===== config.mk =====
export PLATFORM = sky130hd
export DESIGN_NAME = in_service_unit
export DESIGN_NICKNAME = d
export VERILOG_FILES = /design/src/rtl/pic_pkg.sv /design/src/rtl/isr_priority_search.sv /design/src/rtl/in_service_unit.sv
export SDC_FILE = /design/constraint.sdc
export NUM_CORES = 1
export LEC_CHECK = 0
export BUFFER_PORTS_ARGS = -buffer_cell sky130_fd_sc_hd__buf_4
export CAP_MARGIN = 10
export CORE_ASPECT_RATIO = 0.75
export CORE_MARGIN = 3
export CORE_UTILIZATION = 45
export DETAILED_ROUTE_END_ITERATION = 8
export GPL_ROUTABILITY_DRIVEN = 1
export HOLD_SLACK_MARGIN = 0.05
export PLACE_DENSITY = 0.82
export SYNTH_ARGS = -nofsm -noshare
export SYNTH_HDL_FRONTEND = slang
export SYNTH_SLANG_ARGS = --single-unit

===== constraint.sdc =====
create_clock -name clk -period 1.86 [get_ports clk]
set_input_delay 0.279 -clock clk [delete_from_list [all_inputs] [get_ports clk]]
set_output_delay 0.279 -clock clk [all_outputs]
set_load 0.02 [all_outputs]

===== src/rtl/pic_pkg.sv =====
// Shared definitions for the interrupt controller in-service logic:
// OCW2 R/SL/EOI command encodings, the INTA acknowledge FSM states,
// the default level count and a one-hot to index helper.
package pic_pkg;

  localparam int PIC_N_LEVELS = 8;

  // OCW2 {R, SL, EOI} encodings
  localparam logic [2:0] EOI_ROT_AEOI_CLR = 3'b000;
  localparam logic [2:0] EOI_NONSPEC      = 3'b001;
  localparam logic [2:0] EOI_NOP          = 3'b010;
  localparam logic [2:0] EOI_SPEC         = 3'b011;
  localparam logic [2:0] EOI_ROT_AEOI_SET = 3'b100;
  localparam logic [2:0] EOI_ROT_NONSPEC  = 3'b101;
  localparam logic [2:0] EOI_SET_PRI      = 3'b110;
  localparam logic [2:0] EOI_ROT_SPEC     = 3'b111;

  typedef enum logic {
    ST_IDLE = 1'b0,
    ST_ACK1 = 1'b1
  } ack_state_e;

  // Index of the set bit in a one-hot vector (up to 16 levels)
  function automatic logic [3:0] oh2idx(input logic [15:0] oh);
    oh2idx = '0;
    for (int i = 0; i < 16; i++)
      if (oh[i]) oh2idx = 4'(i);
  endfunction

endpackage


===== src/rtl/isr_priority_search.sv =====
// Rotating-priority search: returns the first candidate bit found when
// scanning upward from i_lowest+1 with wrap-around, skipping masked bits.
module isr_priority_search
  import pic_pkg::*;
#(
  parameter int N_LEVELS = PIC_N_LEVELS,
  parameter int LW       = $clog2(N_LEVELS)
) (
  input  logic [N_LEVELS-1:0] i_vec,
  input  logic [N_LEVELS-1:0] i_skip,
  input  logic [LW-1:0]       i_lowest,
  output logic [N_LEVELS-1:0] o_onehot,
  output logic                o_found
);

  logic [N_LEVELS-1:0] w_cand;
  logic [LW-1:0]       w_idx;

  assign w_cand = i_vec & ~i_skip;

  // Scan one full turn starting just above the lowest-priority level
  always_comb begin
    o_onehot = '0;
    o_found  = 1'b0;
    w_idx    = '0;
    for (int i = 1; i <= N_LEVELS; i++) begin
      w_idx = LW'((int'(i_lowest) + i) % N_LEVELS);
      if (!o_found && w_cand[w_idx]) begin
        o_found         = 1'b1;
        o_onehot[w_idx] = 1'b1;
      end
    end
  end

endmodule


===== src/rtl/in_service_unit.sv =====
// In-service register for the interrupt controller. Tracks serviced levels
// across the two-pulse INTA sequence, handles normal/automatic EOI,
// specific/non-specific EOI and special mask mode.
// Optional feature macro: ISR_ROTATION_EN enables rotating priority
// (rotate commands, set-priority and rotate-in-AEOI); otherwise priority
// is fixed with level 0 highest.
module in_service_unit
  import pic_pkg::*;
#(
  parameter  int N_LEVELS = PIC_N_LEVELS,
  localparam int LW       = $clog2(N_LEVELS)
) (
  input  logic                clk,
  input  logic                reset,
  input  logic                ack,
  input  logic [N_LEVELS-1:0] highest_priority_interrupt,
  input  logic                aeoi_mode,
  input  logic                special_mask_mode,
  input  logic [N_LEVELS-1:0] interrupt_mask,
  input  logic                eoi_valid,
  input  logic [2:0]          eoi_cmd,
  input  logic [LW-1:0]       eoi_level,
  output logic [N_LEVELS-1:0] in_service_register,
  output logic [N_LEVELS-1:0] last_serviced,
  output logic [LW-1:0]       lowest_priority,
  output logic                ack_phase
);

  ack_state_e          r_state, w_state_nxt;
  logic [N_LEVELS-1:0] r_isr, r_pending, r_last;
  logic [N_LEVELS-1:0] w_set_oh, w_aeoi_oh, w_clr_oh, w_spec_oh, w_ns_oh, w_ns_clr;
  logic                w_ns_found, w_eoi_hit, w_aeoi_fire, w_first_ack, w_level_ok;
  logic                w_do_ns, w_do_spec;
  logic [LW-1:0]       w_lowest;
`ifdef ISR_ROTATION_EN
  logic                w_do_rot, w_do_setpri, w_rot_set, w_rot_clr;
  logic [LW-1:0]       r_lowest;
  logic                r_rot_aeoi;
`endif

  // FSM state register
  always_ff @(posedge clk or posedge reset) begin
    if (reset) r_state <= ST_IDLE;
    else       r_state <= w_state_nxt;
  end

  // FSM next state: each INTA pulse advances, even a spurious one
  always_comb begin
    w_state_nxt = r_state;
    if (ack) w_state_nxt = (r_state == ST_IDLE) ? ST_ACK1 : ST_IDLE;
  end

  // FSM outputs: set on first pulse, AEOI clear on second
  always_comb begin
    w_first_ack = ack && (r_state == ST_IDLE);
    w_set_oh    = w_first_ack ? highest_priority_interrupt : '0;
    w_aeoi_fire = ack && (r_state == ST_ACK1) && aeoi_mode && (|r_pending);
    w_aeoi_oh   = w_aeoi_fire ? r_pending : '0;
  end

  assign ack_phase = (r_state == ST_ACK1);

  // EOI command decode
  always_comb begin
    w_do_ns     = 1'b0;
    w_do_spec   = 1'b0;
`ifdef ISR_ROTATION_EN
    w_do_rot    = 1'b0;
    w_do_setpri = 1'b0;
    w_rot_set   = 1'b0;
    w_rot_clr   = 1'b0;
`endif
    if (eoi_valid) begin
      case (eoi_cmd)
        EOI_NONSPEC:      w_do_ns   = 1'b1;
        EOI_SPEC:         w_do_spec = 1'b1;
`ifdef ISR_ROTATION_EN
        EOI_ROT_NONSPEC:  begin w_do_ns   = 1'b1; w_do_rot = 1'b1; end
        EOI_ROT_SPEC:     begin w_do_spec = 1'b1; w_do_rot = 1'b1; end
        EOI_SET_PRI:      w_do_setpri = 1'b1;
        EOI_ROT_AEOI_SET: w_rot_set   = 1'b1;
        EOI_ROT_AEOI_CLR: w_rot_clr   = 1'b1;
`else
        EOI_ROT_NONSPEC:  w_do_ns   = 1'b1;
        EOI_ROT_SPEC:     w_do_spec = 1'b1;
        EOI_SET_PRI, EOI_ROT_AEOI_SET, EOI_ROT_AEOI_CLR: ;
`endif
        EOI_NOP:          ;
        default:          ;
      endcase
    end
  end

  isr_priority_search #(.N_LEVELS(N_LEVELS), .LW(LW)) u_search (
    .i_vec    (r_isr),
    .i_skip   (special_mask_mode ? interrupt_mask : '0),
    .i_lowest (w_lowest),
    .o_onehot (w_ns_oh),
    .o_found  (w_ns_found)
  );

  // EOI target always comes from the pre-edge ISR; a cleared bit must be set
  assign w_level_ok = (int'(eoi_level) < N_LEVELS);
  assign w_spec_oh  = w_level_ok ? (N_LEVELS'(1) << eoi_level) : '0;
  assign w_ns_clr   = w_ns_found ? w_ns_oh : '0;
  assign w_clr_oh   = w_do_ns ? w_ns_clr : (w_do_spec ? (w_spec_oh & r_isr) : '0);
  assign w_eoi_hit  = |w_clr_oh;

  // ISR, pending and last-serviced update; a same-cycle set beats a clear
  always_ff @(posedge clk or posedge reset) begin
    if (reset) begin
      r_isr     <= '0;
      r_pending <= '0;
      r_last    <= '0;
    end else begin
      r_isr <= (r_isr & ~w_clr_oh & ~w_aeoi_oh) | w_set_oh;
      if (w_first_ack) r_pending <= highest_priority_interrupt;
      if (w_eoi_hit)        r_last <= w_clr_oh;
      else if (w_aeoi_fire) r_last <= r_pending;
    end
  end

`ifdef ISR_ROTATION_EN
  // Priority rotation state; explicit EOI commands take precedence over AEOI
  always_ff @(posedge clk or posedge reset) begin
    if (reset) begin
      r_lowest   <= LW'(N_LEVELS - 1);
      r_rot_aeoi <= 1'b0;
    end else begin
      if (w_rot_set)      r_rot_aeoi <= 1'b1;
      else if (w_rot_clr) r_rot_aeoi <= 1'b0;
      if (w_do_rot && w_eoi_hit)           r_lowest <= LW'(oh2idx(16'(w_clr_oh)));
      else if (w_do_setpri && w_level_ok)  r_lowest <= eoi_level;
      else if (w_aeoi_fire && r_rot_aeoi)  r_lowest <= LW'(oh2idx(16'(r_pending)));
    end
  end
  assign w_lowest = r_lowest;
`else
  assign w_lowest = LW'(N_LEVELS - 1);
`endif

  assign in_service_register = r_isr;
  assign last_serviced       = r_last;
  assign lowest_priority     = w_lowest;

endmodule


* Word-level counts from Yosys, hierarchy flattened
Index checks and enable logic that the tools add are counted.
** Storage, ports and cells
- Memories :: 0
- Register bits :: 25
- Memory bits (read-only) :: 0
- RAM bits :: 0
- Word-level logic and storage cells :: 70
- Input bits :: 28
- Output and inout bits :: 20
- Bits in latches :: 0
** Operators by class
- Add/subtract/negate cells :: 0
- Div/mod/pow operators :: 0
- Multiplexer cells :: 29
- Equality and inequality tests :: 4
- $lt $le $gt $ge :: 0
- $mul :: 0
- Shifts and indexed selects :: 1
- Bitwise logic cells :: 9
- Reduce and logical (&&, ||, !) cells :: 23
** Operators with widths (number)
- 8-bit 2-to-1 mux :: 9
- 8-bit AND :: 4
- 8-bit NOT :: 3
- 8-bit OR reduction :: 2
- 1-bit 2-to-1 mux :: 14
- 1-bit logical AND :: 11
- 8-bit OR :: 1
- 1-bit by 3-bit left shift with 8-bit output (first input constant) :: 1
- 1-bit logical NOT :: 7
- 7-bit 2-to-1 mux :: 1
- 3-bit equality test (second input constant) :: 2
- 6-bit 2-to-1 mux :: 1
- 5-bit 2-to-1 mux :: 1
- 4-bit 2-to-1 mux :: 1
- 2-bit OR reduction :: 2
- 3-bit by 1-bit equality test with 1-bit output (second input constant) :: 1
- 3-bit by 2-bit equality test with 1-bit output (second input constant) :: 1
- 3-bit 2-to-1 mux :: 1
- 2-bit 2-to-1 mux :: 1
- 2-bit nonzero test :: 1
- 1-bit NOT :: 1

* Longest topological paths before layout
Gate-level depths: netlist (run 1).
- Word-level depth :: 31
- Depth in mapped cells :: 7
- Gate-level depth less buffers :: 5

* Modules after synthesis
Synthesis (run 1) repeated with hierarchy kept, for this count alone.
** Second synthesis, totals
- Cells, all modules :: 250
- Area total of the unflattened synthesis :: 2453.6 um^2
** Modules (own cells, without submodules)
- in_service_unit :: seq. area each 625.6 um^2, times used 1, cells an instance 138, area each 1430.1 um^2
- isr_priority_search :: seq. area each 0.0 um^2, times used 1, cells an instance 112, area each 1023.5 um^2

* Least setup slack after synthesis (run 1)
OpenSTA, ideal clock, no wires.
- Path type :: register to register
- Start point :: reg r_isr[2], in the netlist in_service_register[2]
- End point :: reg r_last[0], in the netlist last_serviced[0]
- Clock period less this slack :: 1912 ps
- Slack :: -52 ps
- Buffers on the path :: 0
- Data required time :: 1764 ps
- Arrival time :: 1817 ps
- Stages on the path, launching flop included :: 6
- Setup time :: 96 ps
- Path through :: dfrtp_1 -> a21bo_4 -> a31o_4 -> a2111oi_4 -> o2111ai_4 -> o31ai_1
** Between the ends
- Longest elaborated chain between the ends :: 22
- Elaborated cells between the ends (all ways) :: 31
- Classes of those cells :: mux: 16; bitwise: 2; reduce/logical: 13
** Ends and longest elaborated chain
- start: declaration :: RTL line in_service_unit.sv:30 : logic [N_LEVELS-1:0] r_isr, r_pending, r_last;
- start signal: assignment :: RTL line in_service_unit.sv:116 : r_isr <= (r_isr & ~w_clr_oh & ~w_aeoi_oh) | w_set_oh;
- 8-bit AND :: RTL line isr_priority_search.sv:19 : assign w_cand = i_vec & ~i_skip;
- 1-bit logical AND :: RTL line isr_priority_search.sv:28 : if (!o_found && w_cand[w_idx]) begin
- 1-bit 2-to-1 mux :: RTL line isr_priority_search.sv:28
- 1-bit logical NOT :: RTL line isr_priority_search.sv:28
- 1-bit logical AND :: RTL line isr_priority_search.sv:28
- 1-bit 2-to-1 mux :: RTL line isr_priority_search.sv:28
- 1-bit logical NOT :: RTL line isr_priority_search.sv:28
- 1-bit logical AND :: RTL line isr_priority_search.sv:28
- [6 not listed]
- 1-bit 2-to-1 mux :: RTL line isr_priority_search.sv:28
- 1-bit logical NOT :: RTL line isr_priority_search.sv:28
- 1-bit logical AND :: RTL line isr_priority_search.sv:28
- 1-bit 2-to-1 mux / 8-bit 2-to-1 mux (equally long branches) :: RTL line isr_priority_search.sv:28
- 8-bit 2-to-1 mux :: RTL line in_service_unit.sv:105 : assign w_ns_clr = w_ns_found ? w_ns_oh : '0;
- 8-bit 2-to-1 mux (*) :: RTL line in_service_unit.sv:106 : assign w_clr_oh = w_do_ns ? w_ns_clr : (w_do_spec ? (w_spec_oh & r_isr) : '0);
- 8-bit OR reduction :: RTL line in_service_unit.sv:107 : assign w_eoi_hit = |w_clr_oh;
- 8-bit 2-to-1 mux / 2-bit nonzero test (equally long branches)
- end signal: assignment :: RTL line in_service_unit.sv:118 : if (w_eoi_hit) r_last <= w_clr_oh;
- end signal: assignment :: RTL line in_service_unit.sv:119 : else if (w_aeoi_fire) r_last <= r_pending;
- end: declaration :: RTL line in_service_unit.sv:30
Every way passes the cells marked *; elsewhere a longest branch is shown, timed or not.
A chain may end at the register's enable or synchronous reset.

* Worst setup path after layout (run 1)
- Start point :: reg r_isr[2], in the netlist in_service_register[2]
- End point :: reg r_last[7], in the netlist last_serviced[7]
Same word-level chain as after synthesis.

==> results by group, run 1 <==
Timing
  – Setup TNS: -0.203 ns
  – RSZ-0062 raised after global routing: true
  – Final Cycle Share: 104%
  – Number of hold violations in the final report: 0
  – Final setup margin: -0.0713 ns
  – Worst-margin pin slew: 0.509 ns
  – Max Fclk: 518 MHz
  – Slew HR: 65.9%
  – Final Slew Violations: 0
  – Final Setup Violations: 5
  – Worst hold slack: 0.0526 ns
  – Setup Skew: around 0.0077 ns
  – Tmin final: 1.93 ns

Job
  – Max cap viols: 0

Cells and area
  – Final net count: 234
  – Post-layout utilization of the core: 67.4%
  – P&R area growth vs syn: 37.3%
  – Register Area: 627 um^2
  – Share of cells above drive strength 1: 44.4%
  – Fin cells: 243
  – Number of diodes: 0
  – Area occupied by multi-input gates: 871 um^2
  – Final instance area: 2080 um^2
  – FILL cells: between 200 and 250

Routing
  – # DRC: 0
  – Initial DRC Count: 149
  – Pre-antenna DRT Iters: 4
  – Drt wl/cell: roughly 19 um
  – Via count: 1497
  – Antenna-violating nets left: 0
  – Detailed Route WL: 4.54 mm
  – Vias per cell: 6.16

Die
  – Core region area: 3080 um^2
  – Core Rows: 17
  – Starting Density: 49.1%
  – Die width: between 70 and 80 um
  – DIE HEIGHT: 56.2 um
  – IO Count: 48
  – Die Area: 4100 um^2

Yosys
  – Synth top area share: 41.3%
  – Distinct cells, synth: 44
  – Top cells by area, synth: dfrtp_1 41%, a32o_1 6.0%, mux2_2 6.0%, a21boi_0 4.5%, nand2_1 4.2%
  – Post-synthesis cell count: roughly 150
  – Synth cell count leaders: 25 x dfrtp_1, 17 x nand2_1, 9 x a21boi_0, 9 x a32o_1, 8 x mux2_2
  – Yosys reg bits: 25
  – Syn. warnings: 0
  – FFs w/ async S/R, synth: 100%
  – Post-synth EDFFs: 0
  – Area leader, netlist: dfrtp_1
  – Main synth FF type: dfrtp_1
  – Top-count cell post-synth: dfrtp_1
  – Synthesized area per cell: about 10 um^2
  – Sequential area share after synthesis: 41.3%
  – Post-Syn Area: 1510 um^2

Global routing
  – Via count of the first global-routing pass: roughly 1400
  – Largest net degree at the start of global routing: 26
  – Initial antenna violation count: 0
  – Total global routing overflow: 0
  – GRT Util Overall: 21.6%
  – First-pass GRT wire length: between 6 and 7 mm

Place
  – Post-DP Area: 1940 um^2
  – Post-DP HPWL: approximately 3.3 mm
  – Gp weighted congestion: 1.00
  – Pre-CTS WS: -0.140 ns
  – Placed cells: 235
  – I/O Buffers: 43

Clock tree
  – TritonCTS clock tree: done
  – Longest Clk Path Bufs: 2
  – CTS Root Cell: clkbuf_8
  – Clock latency on the worst-skew pair: 0.27 ns
  – H-tree Lvls: 1
  – Clk slew on worst S/H paths: 0.09 ns
  – Clock Sinks: 25
  – Post-CTS Hold Fix Bufs: 0
  – Cts bufs inserted: 3

Worst setup path
  – Critical path launch point type: flip-flop
  – CP Data Arrival Time: 2.10 ns
  – Crit-path slowest cell: dfrtp_2
  – Slowest cell delay on critical path: 0.41 ns
  – Crit Path Max Fanout: 7
  – Critical Path Sink Type: flip-flop
  – CP Cell Sequence: buf_4 > mux2i_1 > o32ai_1 > a2111oi_4 > o2111ai_4 > o31ai_1
  – CP required: slightly above 2 ns
  – Setup CP Type: reg -> reg

Run status
  – Violated checks: negative setup slack
  – Status: finished, violations left

Min path
  – Worst hold path type: in -> async

Power and ir drop
  – Overall power: 2.95 mW
  – Pwr dens: 1420 nW/um^2
  – Leakage: around 0.94 nW
  – Worst VDD drop: 0.794 mV
## cell type report
type                    count  share of cell area, %
flip-flops and latches     25                   30.2
inverters                   7                   1.26
multi-input cells         108                   41.9
well taps                  38                   2.29
repair buffers             61                   22.2
clock buffers               4                   2.17
## repair_timing
item / in CTS / in global routing
setup endpoints to repair: 8 / 10
pin swaps: 5 / 6
resized for setup: 3 / 10
setup buffers: 0 / 4
## sequential cells by signal (all words and copies together), names as in the netlist
| register | count |
|---|---|
| in_service_register | 8 |
| last_serviced | 8 |
| ack_phase | 1 |
| r_pending | 8 |
## path summary, 6_finish.rpt
kind | startpoint | to | cells past startpoint | slack [ns]
setup reg to reg | in_service_register[2] | last_serviced[7] | 6 | -0.07
hold / removal | reset | last_serviced[6] | 3 | 0.05
min in group clk | ack | ack_phase | 2 | 0.23
setup / recovery | in_service_register[2] | last_serviced[7] | 6 | -0.07
hold reg to reg | r_pending[5] | r_pending[5] | 1 | 0.55
max in group asynchronous | reset | in_service_register[2] | 3 | 1.55
## placed cells by master (no fill, tap or decap), types with 4 or more instances in the layout
master / Yosys / layout
buf_4: 3 / 60
dfrtp_1: 25 / 24
nand2_1: 17 / 17
a32o_1: 9 / 9
mux2_2: 8 / 8
a21boi_0: 9 / 8
inv_1: 7 / 7
nor2_1: 6 / 6
o31ai_2: 0 / 5
nor3_1: 4 / 4
a31oi_1: 5 / 4
o21ai_0: 4 / 4
## logic make-up (layout without fill, tap and decap cells)
group	count (synthesis)	count (layout)	share of synthesized area, %
AND/OR/NAND/NOR	43	43	14.1
AO/OA/AOI/OAI	50	50	30.5
multiplexers	11	11	7.93
other	1	3	0.248
buffers and inverters	16	72	5.29
flip-flops	25	25	41.3
XOR/XNOR	1	1	0.579
## worst max-delay path: cells and delay by family (launching register included)
kind,cells,cell delay [ns]
flops,1,0.41
compound gates,4,1.08
mux,1,0.19
buf+inv,1,0.15
## power by group
| part | total, mW | leakage [nW] | internal, mW | switching [mW] |
|---|---|---|---|---|
| clock | 0.318 | 0.0228 | 0.153 | 0.165 |
| sequential | 1.06 | 0.297 | 0.807 | 0.250 |
| combinational | 1.57 | 0.617 | 0.789 | 0.785 |
## metal layers
| metal | part of all wire (%) | GRT usage (%) | routed length, um |
|---|---|---|---|
| met1 | 42 | 29.2 | 1900 |
| met2 | 50 | 35.0 | 2280 |
| met3 | 7.8 | 5.96 | 356 |
| met4 | 0 | 3.16 | 0 |
| met5 | 0 | 0 | 0 |
No activity file was read; power rests on OpenSTA's default activity.
==> run 2, diff against run 1 <==
CORE_ASPECT_RATIO = 2   (was 0.75)
SLEW_MARGIN = 20   (was not set)
clock period = 1.7 ns   (was 1.86 ns; I/O delays follow)
==> run 2 against run 1 <==
Clock skew down 0.0048 ns. Final area up 7.6%. The flow still finishes with violations (negative setup slack). First-iteration DRC count down 85%. Total power up 14%. Register-to-register slack worse by 0.06 ns. Sequential power up 8%. Die area up 0.86%. Sequential share of layout area down 2.1 points. Critical endpoint is now last_serviced[3]. Worst hold slack better by 0.12 ns.
==> results by group, run 2 (synthesis results as in run 1) <==
Run status
  – Status: finished, violations left (unchanged)
  – Violated checks: negative setup slack (unchanged)

Clock tree
  – H-tree Lvls: 1 (unchanged)
  – CTS Root Cell: clkbuf_8 (unchanged)
  – Clock latency on the worst-skew pair: 0.27 ns (about the same)
  – Clk slew on worst S/H paths: 0.08 ns (was 0.09 ns)
  – TritonCTS clock tree: done (unchanged)
  – Longest Clk Path Bufs: 2 (unchanged)
  – Cts bufs inserted: 3 (unchanged)
  – Clock Sinks: 25 (unchanged)

Worst setup path
  – CP Cell Sequence: a21bo_2 > o32ai_1 > a2111oi_4 > o2111ai_4 > o31ai_1 (was buf_4 > mux2i_1 > o32ai_1 > a2111oi_4 > o2111ai_4 > o31ai_1)
  – Crit Path Max Fanout: 7 (unchanged)
  – Crit-path slowest cell: dfrtp_1 (was dfrtp_2)
  – FF-to-FF setup slack: -0.14 ns (was -0.07 ns)
  – Worst Setup EP: last_serviced[3] (was last_serviced[7])
  – Crit path launch: in_service_register[0] (was in_service_register[2])
  – Critical Path Sink Type: flip-flop (unchanged)
  – Slowest cell delay on critical path: 0.44 ns (was 0.41 ns)
  – Setup CP Type: reg -> reg (unchanged)
  – CP required: 1.88 ns (was 2.03 ns)
  – CP Data Arrival Time: 2.01 ns (was 2.10 ns)
  – R2R cell count: 5 (was 6)
  – Worst reg2reg path endpoint: last_serviced[3] (was last_serviced[7])
  – Critical path launch point type: flip-flop (unchanged)
  – Worst reg2reg path startpoint: in_service_register[0] (was in_service_register[2])

Global routing
  – First-pass GRT wire length: 7.00 mm (was 6.98 mm)
  – Initial antenna violation count: 0 (unchanged)
  – Via count of the first global-routing pass: 1586 (was 1439)
  – Largest net degree at the start of global routing: 26 (unchanged)
  – GRT Util Overall: 23.7% (was 21.6%)
  – Total global routing overflow: 0 (unchanged)

Power and ir drop
  – Leakage: 1.02 nW (was 0.937 nW)
  – Internal: 2.03 mW (was 1.75 mW)
  – Overall power: 3.36 mW (was 2.95 mW)
  – Logic pwr share: 55.9% (was 53.4%)
  – Sw frac: 39.6% (was 40.7%)
  – Worst VDD drop: 0.940 mV (was 0.794 mV)
  – Pwr dens: 1500 nW/um^2 (was 1420 nW/um^2)
  – Flop pwr share: 33.8% (was 35.9%)
  – Net Sw Power: 1.33 mW (was 1.20 mW)
  – Clock share of power: 10.3% (was 10.8%)

Timing
  – Final Cycle Share: 108% (was 104%)
  – Setup TNS: -0.843 ns (was -0.203 ns)
  – Max Fclk: 545 MHz (was 518 MHz)
  – Worst hold slack: 0.172 ns (was 0.0526 ns)
  – Final Slew Violations: 0 (unchanged)
  – RSZ-0062 raised after global routing: true (unchanged)
  – Final Setup Violations: 8 (was 5)
  – Worst-margin pin slew: 0.497 ns (was 0.509 ns)
  – Number of hold violations in the final report: 0 (unchanged)
  – Final setup margin: -0.135 ns (was -0.0713 ns)
  – Setup Skew: 0.00290 ns (was 0.00769 ns)
  – Tmin final: 1.84 ns (was 1.93 ns)
  – Slew HR: 66.6% (was 65.9%)

Die
  – Core region area: 3190 um^2 (was 3080 um^2)
  – Starting Density: 47.4% (was 49.1%)
  – Die Area: 4140 um^2 (was 4100 um^2)
  – IO Count: 48 (unchanged)
  – Die width: 47.0 um (was 73.0 um)
  – DIE HEIGHT: 88.0 um (was 56.2 um)
  – Core Rows: 29 (was 17)

Cells and area
  – Commonest non-fill, non-tap cell in the layout: buf_4 (unchanged)
  – Final net count: 248 (was 234)
  – P&R area growth vs syn: 47.7% (was 37.3%)
  – Fin cells: 250 (was 243)
  – Share of cells above drive strength 1: 48.4% (was 44.4%)
  – Post-layout utilization of the core: 70.0% (was 67.4%)
  – Number of diodes: 0 (unchanged)
  – Most frequent cells in the layout: 73 x buf_4, 24 x dfrtp_1, 16 x nand2_1, 9 x a32o_1 (was 60 x buf_4, 24 x dfrtp_1, 17 x nand2_1, 9 x a32o_1)

Place
  – Placed cells: 242 (was 235)
  – Post-DP HPWL: 3.65 mm (was 3.32 mm)
  – Gp weighted congestion: 0.921 (was 1.00)
  – I/O Buffers: 43 (unchanged)

Routing
  – Via count: 1518 (was 1497)
  – Drt wl/cell: 18.0 um (was 18.7 um)
  – Vias per cell: 6.07 (was 6.16)
  – Pre-antenna DRT Iters: 4 (unchanged)
  – # DRC: 0 (unchanged)
  – Initial DRC Count: 23 (was 149)
  – Antenna-violating nets left: 0 (unchanged)
  – Detailed Route WL: 4.49 mm (was 4.54 mm)

Job
  – Max cap viols: 0 (unchanged)

Min path
  – Worst hold path type: in -> reg (was in -> async)
-- run 2: changes by cell type in the layout (fill, tap and decap cells not counted), sizes merged --
cell,change
buf,+13
dlygate4sd3,+1
-- run 2: layout make-up --
type	instances	area, um^2
Clock buffer	4	45.0
Sequential cell	25	627
Timing Repair Buffer	75	569
Multi-Input combinational cell	108	930
Tap cell	31	38.8
Fill cell	264	957
Inverter	7	26.3
-- run 2: what timing repair did --
action,4_1_cts,5_1_grt
resized for setup,9,10
hold buffers,1,0
cloned,0,0
pin swaps,4,4
hold endpoints to repair,25,0
buffers inserted,2,1
endpoints found under the setup margin,8,9
-- run 2: worst min-delay path by stage --
| stage | start | end | slack [ns] | depth (start not counted) |
|---|---|---|---|---|
| floorplan | reset | ack_phase | 0.28 | 1 |
| global placement | reset | last_serviced[3] | 0.32 | 3 |
| detailed placement | reset | last_serviced[3] | 0.33 | 3 |
| CTS | ack | ack_phase | 0.16 | 2 |
| global route | ack | ack_phase | 0.16 | 2 |
| finish | ack | ack_phase | 0.17 | 2 |
-- run 2: power by group through the flow --
| stage | combinational [mW] | sequential, mW | clock, mW |
|---|---|---|---|
| 2_1_floorplan | 0.725 | 1.34 | 0 |
| 3_3_place_gp | 1.66 | 1.12 | 0 |
| 3_5_place_dp | 1.72 | 1.14 | 0 |
| 4_1_cts | 1.83 | 1.13 | 0.358 |
| 5_1_grt | 2.00 | 1.18 | 0.376 |
| 6_report | 1.88 | 1.14 | 0.346 |
-- run 2: stage by stage --
step	area [um^2]	setup slack, ns
finish	2240	-0.135
global route	2240	-0.213
CTS	2180	-0.127
detailed placement	2050	-0.154
global placement	2050	-0.120
floorplan	1540	-0.0684
-- run 2: per-layer routing --
metal / GRT usage [%] / up-vias / part of all wire, %
li1: - / 712 / -
met2: 44.1 / 45 / 58
met4: 11.6 / 0 / 3.7
met3: 2.88 / 14 / 4.1
met5: 0 / - / 0
met1: 24.0 / 747 / 34
-- run 2: critical path: cells and delay by family (launching register included) --
kind	cells	cell delay, ns
flip-flops	1	0.44
AO/OA/AOI/OAI	5	1.31
